[config.mk]
export PLATFORM = sky130hd
export DESIGN_NAME = fetch_stage
export DESIGN_NICKNAME = d
export VERILOG_FILES = /design/src/rtl/fetch_stage.sv
export SDC_FILE = /design/constraint.sdc
export NUM_CORES = 1
export LEC_CHECK = 0
export ABC_AREA = 1
export BUFFER_PORTS_ARGS = -buffer_cell sky130_fd_sc_hd__buf_2
export CORE_UTILIZATION = 59
export DETAILED_ROUTE_END_ITERATION = 6
export MAX_ROUTING_LAYER = met4
export PLACE_DENSITY = 0.8
export SLEW_MARGIN = 20
export SYNTH_ARGS = -nofsm -noshare
export SYNTH_HDL_FRONTEND = slang
export SYNTH_SLANG_ARGS = --single-unit
[constraint.sdc]
create_clock -name clk -period 5.1 [get_ports clk]
set_clock_uncertainty 0.15 [all_clocks]
set_input_delay 0.255 -clock clk [delete_from_list [all_inputs] [get_ports clk]]
set_output_delay 0.255 -clock clk [all_outputs]
set_load 0.1 [all_outputs]
[src/rtl/fetch_stage.sv]
// Pipelined instruction fetch front end: req/gnt/rvalid memory port, prefetch FIFO, redirect flush.
// Optional same-cycle response bypass when the FIFO is empty: define FETCH_BYPASS_EN.
module fetch_stage #(
  parameter int                    ADDR_WIDTH      = 32,
  parameter int                    INSTR_WIDTH     = 32,
  parameter int                    FIFO_DEPTH      = 4,
  parameter int                    MAX_OUTSTANDING = 2,
  parameter logic [ADDR_WIDTH-1:0] BOOT_ADDR       = '0
) (
  input  logic                          clk,
  input  logic                          rst,
  output logic                          instr_req_o,
  output logic [ADDR_WIDTH-1:0]         instr_addr_o,
  input  logic                          instr_gnt_i,
  input  logic                          instr_rvalid_i,
  input  logic [INSTR_WIDTH-1:0]        instr_rdata_i,
  input  logic                          redirect_i,
  input  logic [ADDR_WIDTH-1:0]         redirect_addr_i,
  output logic                          instr_valid_o,
  input  logic                          instr_ready_i,
  output logic [INSTR_WIDTH-1:0]        instr_o,
  output logic [ADDR_WIDTH-1:0]         instr_pc_o,
  output logic [$clog2(FIFO_DEPTH):0]   fifo_count_o
);
  localparam int CNT_W = $clog2(FIFO_DEPTH) + 1;
  localparam int PTR_W = $clog2(FIFO_DEPTH);
  localparam logic [CNT_W-1:0]    MAX_OUT_C = CNT_W'(MAX_OUTSTANDING);
  localparam logic [CNT_W:0]      DEPTH_C   = (CNT_W + 1)'(FIFO_DEPTH);
  localparam logic [ADDR_WIDTH-1:0] INC     = ADDR_WIDTH'(4);

  logic [ADDR_WIDTH-1:0]  addr_q, addr_d, rsp_pc_q, rsp_pc_d, tgt_q, tgt_d;
  logic                   pend_q, pend_d, run_q;
  logic [CNT_W-1:0]       outst_q, outst_d, disc_q, disc_d, count_q, count_d;
  logic [PTR_W-1:0]       wr_q, wr_d, rd_q, rd_d;
  logic [INSTR_WIDTH-1:0] mem_instr [FIFO_DEPTH];
  logic [ADDR_WIDTH-1:0]  mem_pc    [FIFO_DEPTH];

  logic [ADDR_WIDTH-1:0] redirect_tgt;
  logic gnt_fire, rsp_live, rsp_drop, rsp_accept, fifo_valid;
  logic bypass, bypass_take, push, pop;

  // Requests only start once reset has been released for a full cycle.
  assign instr_req_o  = run_q && (({1'b0, outst_q} + {1'b0, count_q}) < DEPTH_C)
                        && (outst_q < MAX_OUT_C);
  assign instr_addr_o = addr_q;
  assign redirect_tgt = redirect_addr_i & ~ADDR_WIDTH'(3);

  assign gnt_fire   = instr_req_o && instr_gnt_i;
  // Responses with nothing outstanding belong to requests killed by reset.
  assign rsp_live   = instr_rvalid_i && (outst_q != '0);
  assign rsp_drop   = disc_q != '0;
  assign rsp_accept = rsp_live && !rsp_drop && !redirect_i;
  assign fifo_valid = count_q != '0;

`ifdef FETCH_BYPASS_EN
  assign bypass = !fifo_valid && rsp_accept;
`else
  assign bypass = 1'b0;
`endif
  assign bypass_take = bypass && instr_ready_i;
  assign push        = rsp_accept && !bypass_take;
  assign pop         = fifo_valid && instr_ready_i && !redirect_i;

  assign instr_valid_o = fifo_valid || bypass;
  assign instr_o       = fifo_valid ? mem_instr[rd_q] : (bypass ? instr_rdata_i : '0);
  assign instr_pc_o    = fifo_valid ? mem_pc[rd_q]    : (bypass ? rsp_pc_q      : '0);
  assign fifo_count_o  = count_q;

  always_comb begin
    outst_d  = outst_q + CNT_W'(gnt_fire) - CNT_W'(rsp_live);
    disc_d   = disc_q;
    addr_d   = addr_q;
    pend_d   = pend_q;
    tgt_d    = tgt_q;
    rsp_pc_d = rsp_pc_q;
    wr_d     = wr_q;
    rd_d     = rd_q;
    count_d  = count_q + CNT_W'(push) - CNT_W'(pop);

    if (rsp_live && rsp_drop) disc_d = disc_q - 1'b1;
    if (rsp_accept) rsp_pc_d = rsp_pc_q + INC;
    if (push) wr_d = wr_q + PTR_W'(1);
    if (pop) rd_d = rd_q + PTR_W'(1);

    // A request held across a redirect completes on the old address and is then stale.
    if (gnt_fire) begin
      if (pend_q) begin
        addr_d = tgt_q;
        pend_d = 1'b0;
        disc_d = disc_d + 1'b1;
      end else begin
        addr_d = addr_q + INC;
      end
    end

    if (redirect_i) begin
      count_d  = '0;
      wr_d     = '0;
      rd_d     = '0;
      disc_d   = outst_d;
      rsp_pc_d = redirect_tgt;
      if (instr_req_o && !instr_gnt_i) begin
        pend_d = 1'b1;
        tgt_d  = redirect_tgt;
      end else begin
        addr_d = redirect_tgt;
        pend_d = 1'b0;
      end
    end
  end

  always_ff @(posedge clk or posedge rst) begin
    if (rst) begin
      run_q    <= 1'b0;
      addr_q   <= BOOT_ADDR;
      rsp_pc_q <= BOOT_ADDR;
      tgt_q    <= BOOT_ADDR;
      pend_q   <= 1'b0;
      outst_q  <= '0;
      disc_q   <= '0;
      count_q  <= '0;
      wr_q     <= '0;
      rd_q     <= '0;
    end else begin
      run_q    <= 1'b1;
      addr_q   <= addr_d;
      rsp_pc_q <= rsp_pc_d;
      tgt_q    <= tgt_d;
      pend_q   <= pend_d;
      outst_q  <= outst_d;
      disc_q   <= disc_d;
      count_q  <= count_d;
      wr_q     <= wr_d;
      rd_q     <= rd_d;
    end
  end

  // Storage needs no reset: contents are only visible while count_q says valid.
  always_ff @(posedge clk) begin
    if (push) begin
      mem_instr[wr_q] <= instr_rdata_i;
      mem_pc[wr_q]    <= rsp_pc_q;
    end
  end

`ifndef SYNTHESIS
  always @(posedge clk) begin
    if (!rst) assert (!(push && !pop && count_q == DEPTH_C[CNT_W-1:0]));
  end
`endif
endmodule

* Word-level counts from Yosys, hierarchy flattened *
Memory sizes are Yosys's and may differ from the RTL's.
Index checks and enable logic that the tools add are counted.

storage, ports and cells
  logic and storage cells = 67
  bits in latches = 0
  bits in read-only memories = 0
  bits in writable memories = 256
  register bits = 109
  memories kept = 2

memory list
  memory     depth  bits a word  rd ports  clocked after memory_dff  write ports  line  text
  mem_instr  4      32           1         0                         1            35    logic [INSTR_WIDTH-1:0] mem_instr [FIFO_DEPTH];
  mem_pc     4      32           1         0                         1            36    logic [ADDR_WIDTH-1:0] mem_pc [FIFO_DEPTH];

cells by class
  reduce and logical (&&, ||, !) cells = 20
  bitwise logic cells = 0
  $mul = 0
  div/mod/pow operators = 0
  $lt $le $gt $ge = 2
  equal/unequal tests = 0
  mux-type cells = 22
  $add $sub $neg = 11
  shift-type cells = 0

operators by type and width
  operator               number
  $mux 32                8
  $add 32x3->32 const B  2
  $mux 3                 5
  $logic_and 1x1->1      10
  $reduce_bool 3->1      3
  $mux 2                 4
  $add 3x1->3            2
  $reduce_bool 2->1      3
  $sub 3x1->3            2
  $mux 1                 5
  $add 2x1->2 const B    2
  $add 3x3->4            1
  $lt 4x3->1 const B     1
  $add 3x1->3 const B    1
  $logic_not 1->1        3
  $lt 3x2->1 const B     1
  $sub 3x1->3 const B    1
  $reduce_and 2->1       1

* Longest topological paths before layout *
  word-level depth = 8
  depth in mapped cells = 16

* Worst setup path after synthesis *
Ideal clock, no wire load.

  path type = register -> register
  start point = register outst_q[1]
  end point = memory mem_instr[0][0] (enable)
  library setup time = 483 ps
  data arrival time = 3512 ps
  path slack = 956 ps
  stages on the path, launching flop included = 5
  clock period less this slack = 4144 ps
  cells stage by stage = dfrtp_1 nor2_1 a21boi_2 nand4_2 nor2_1

between the ends
  cells in the longest elaborated chain, start to end = 6

RTL lines
  element                          line  text
  from (decl)                      33    logic [CNT_W-1:0] outst_q, outst_d, disc_q, disc_d, count_q, count_d;
  from (signal assigned)           130   outst_q <= outst_d;
  $reduce_bool 3->1                50    assign rsp_live = instr_rvalid_i && (outst_q != '0);
  $logic_and 1x1->1                50
  $logic_and 1x1->1 (2 in series)  52    assign rsp_accept = rsp_live && !rsp_drop && !redirect_i;
  $mux 1                           140   if (push) begin
  $mux 1 (implied by the code)     141   mem_instr[wr_q] <= instr_rdata_i;
  to (decl)                        35

Every way passes these cells.

* Worst setup path after layout *
  start point = register rd_q[0]
  end point = output port instr_o[12]

between the ends
  cells in the longest elaborated chain, start to end = 2

RTL lines
  element                 line  text
  from (decl)             34    logic [PTR_W-1:0] wr_q, wr_d, rd_q, rd_d;
  from (signal assigned)  134   rd_q <= rd_d;
  $mem_v2 4x32            -
  $mux 32                 65    assign instr_o = fifo_valid ? mem_instr[rd_q] : (bypass ? instr_rdata_i : '0);
  to (decl)               21    output logic [INSTR_WIDTH-1:0] instr_o,

Every way passes these cells.

==> metrics <==
count of nets left with antenna violations after detail routing 0; utilization after layout 0.7091; pin count of the biggest net entering global routing 105; height of the die between 150 and 200 µm; CTS tree done; post-synthesis async set-or-reset flop share 0.3014; master cell of the clock root buffer clkbuf_16; Reg2Reg Capture Point disc_q[2]; number of DRC violations after detailed routing 0; maximum fanout along the worst path 76; most frequently used flop master after synthesis edfxtp_1; via count of the first global-routing pass approximately 12000; CORE AREA roughly 27000 µm²; largest family of logic cells by synthesized area simple AND/OR/NAND/NOR gates; post-synthesis sequential area ratio 0.6198; Post-Synth Adder-Cell Area 0.01471; timing-limited maximum frequency between 200 and 300 MHz; simple-gate portion of the synthesized area 0.1945; multiplexer share of the synthesized area 0.008961; vias after detailed routing roughly 13000; Tightest Pin Transition about 1.1 ns; Cell Area, Synth 16340 µm²; number of antenna violations at the first check in global routing 0; Top Ports roughly 170; routed wirelength normalized by instance count 18.00 µm; number of hold buffers added after CTS 64; commonest cells after routing, fill and taps aside nor2_1, nand2_1, edfxtp_1; WHS Endpoint fifo_count_o[1]; beginning of the worst register-to-register path fifo_count_o[2]; shortest period the worst path allows around 3.8 ns; average cell area after synthesis between 9 and 10 µm²; register bit total from synthesis 355; number of cells on the worst reg-to-reg path 12; FP Rows 60; drt first-iter violations roughly 1500; global-route wire length before repair 63980 µm; complex-gate fraction of the synthesized area 0.1006; Clock Tree Buf Depth 3; depth of the worst hold-timing path 2; H-tree levels 2; grt ovf 0; horizontal extent of the die 168.4 µm; number of instances in the synthesized netlist 1702; post-CTS setup buffer count 0; worst path arrival time around 3.4 ns; RSZ-0062 raised after global routing no; Hold WS 0.03121 ns; count of distinct cell types in the synthesized netlist 45; worst rel slew slack 0.2646; first drt pass iteration count 5; number of warnings printed during yosys synthesis 0; CP startpoint kind flop; Post-synth EDFFs approximately 250; n_diodes 0; clock buffer count from CTS 36; fraction of final layout cells sized beyond drive strength 1 0.1345; kind of end point of the critical path output port; starting density of the core 0.6044; worst-skew pair later-pin latency 0.52 ns; kind of critical path reg2out; routed wire length between 40000 and 50000 µm; Min-Delay Startpoint redirect_i; floorplan die area ~28000 µm²; worst-case register-to-register setup slack around 1.7 ns; clock input transition at the sequential cells of the worst setup and hold paths 0.06 ns; synth-to-layout area growth 17.31%; sum of negative setup slack 0 ns; detailed placement HPWL about 25000 µm; share of the clock period used by the worst path 0.7359; most common library cell in the layout ignoring fill and taps nor2_1; final number of max-transition violations 0; Pwr per Cell Area about 560 nW/µm²; result of the run finished clean; Hold Violations, Final 0; Avg Vias per Cell around 5.7; parity-gate share of the synthesized area counting xor and xnor cells 0.01072; Port Buf Inserts 166; GP Congestion around 0.99; required arrival time at the worst endpoint approximately 4.7 ns; Fill cells ~2000; Clock Sinks around 360; maximum capacitance violations 0; Setup violations, final 0; worst voltage drop across the vdd grid between 0.3 and 0.4 mV; NumNets Final between 1500 and 2000; class of the most critical hold timing path in2reg; count of cells resized by post-cts repair 0; Lkg Pwr around 8.0 nW; combined global-route utilization of all metal layers 0.2996
-- worst max-delay path, stage by stage (launching register included) --
cell	delay, ns
dfrtp_4	0.59
inv_2	0.59
buf_4	0.66
o21ai_0	0.22
a21oi_1	0.23
buf_2	0.47
-- report_power, final --
part           internal (W)  leakage [nW]  switching (W)
logic              0.000769          3.87        0.00358
clock network       0.00147         0.551        0.00108
registers           0.00343          3.55       0.000317
total               0.00566          7.98        0.00498
-- logic make-up (layout without fill, tap and decap cells) --
kind of cell / Yosys count / in the layout
buffers and inverters: 202 / 432
adder cells (fa/ha/maj): 18 / 18
AND/OR/NAND/NOR: 781 / 781
flip-flops: 355 / 355
AO/OA/AOI/OAI: 311 / 311
other: 2 / 3
XOR/XNOR: 20 / 20
multiplexers: 13 / 13
-- through the flow --
stage | total power [W] | instances | setup WS, ns | cell area, µm²
floorplan | 0.007259 | 1703 | 0.9559 | 16340
global placement | 0.007976 | 2147 | 1.810 | 17410
detailed placement | 0.008065 | 2147 | 1.711 | 17410
CTS | 0.01064 | 2274 | 1.351 | 19160
global route | 0.01108 | 2274 | 1.122 | 19160
finish | 0.01064 | 2274 | 1.347 | 19160
-- worst max-delay path by stage --
stage                    start               to  slack (ns)  cells after the start
2_1_floorplan       outst_q[1]  mem_instr[0][0]        0.96                      4
3_3_place_gp   fifo_count_o[2]        disc_q[2]        1.81                     12
3_5_place_dp   fifo_count_o[2]        disc_q[2]        1.71                     12
4_1_cts                rd_q[0]      instr_o[12]        1.35                      5
5_1_grt                rd_q[0]      instr_o[12]        1.12                      5
6_report               rd_q[0]      instr_o[12]        1.35                      5
-- cell usage after synthesis (all sizes together), types with 5 or more instances --
cell type / count / area [µm²]
a21oi: 91 / 455.4
nand3b: 8 / 60.06
mux2: 13 / 146.4
o22ai: 8 / 50.05
xor2: 15 / 131.4
xnor2: 5 / 43.79
dfrtp: 107 / 2678
clkbuf: 35 / 131.4
nand4: 10 / 68.81
nand2: 284 / 1071
o211ai: 9 / 67.56
buf: 43 / 222.7
nor3: 28 / 150.1
o21ai: 186 / 930.9
nor2: 383 / 1470
inv: 123 / 461.7
nand3: 63 / 325.3
ha: 16 / 200.2
edfxtp: 248 / 7447
o221ai: 7 / 61.31
-- cell type report --
class / instances / area, µm² / area share
flip-flops and latches: 355 / 10130 / 0.5286
multi-input cells: 1146 / 5425 / 0.2831
repair buffers: 245 / 1597 / 0.08331
clock buffers: 45 / 944.7 / 0.04929
inverters: 124 / 467.9 / 0.02442
well taps: 341 / 426.7 / 0.02226
clock inverters: 18 / 172.7 / 0.009010
-- flip-flops by register name, indices dropped and copies added, names as in the netlist, 3 cells and up --
name	flops
mem_instr	128
mem_pc	120
instr_addr_o	32
rsp_pc_q	30
tgt_q	30
disc_q	3
fifo_count_o	3
outst_q	3
-- layer usage --
metal	vias up	GRT usage	routed length, µm	part of all wire
li1	6129	-	-	-
met1	6134	0.3860	16840	0.41
met2	564	0.4967	20020	0.49
met3	56	0.04278	3176	0.078
met4	0	0.08893	885	0.022
met5	-	-	0	0
(Power assumes the default switching activity.)
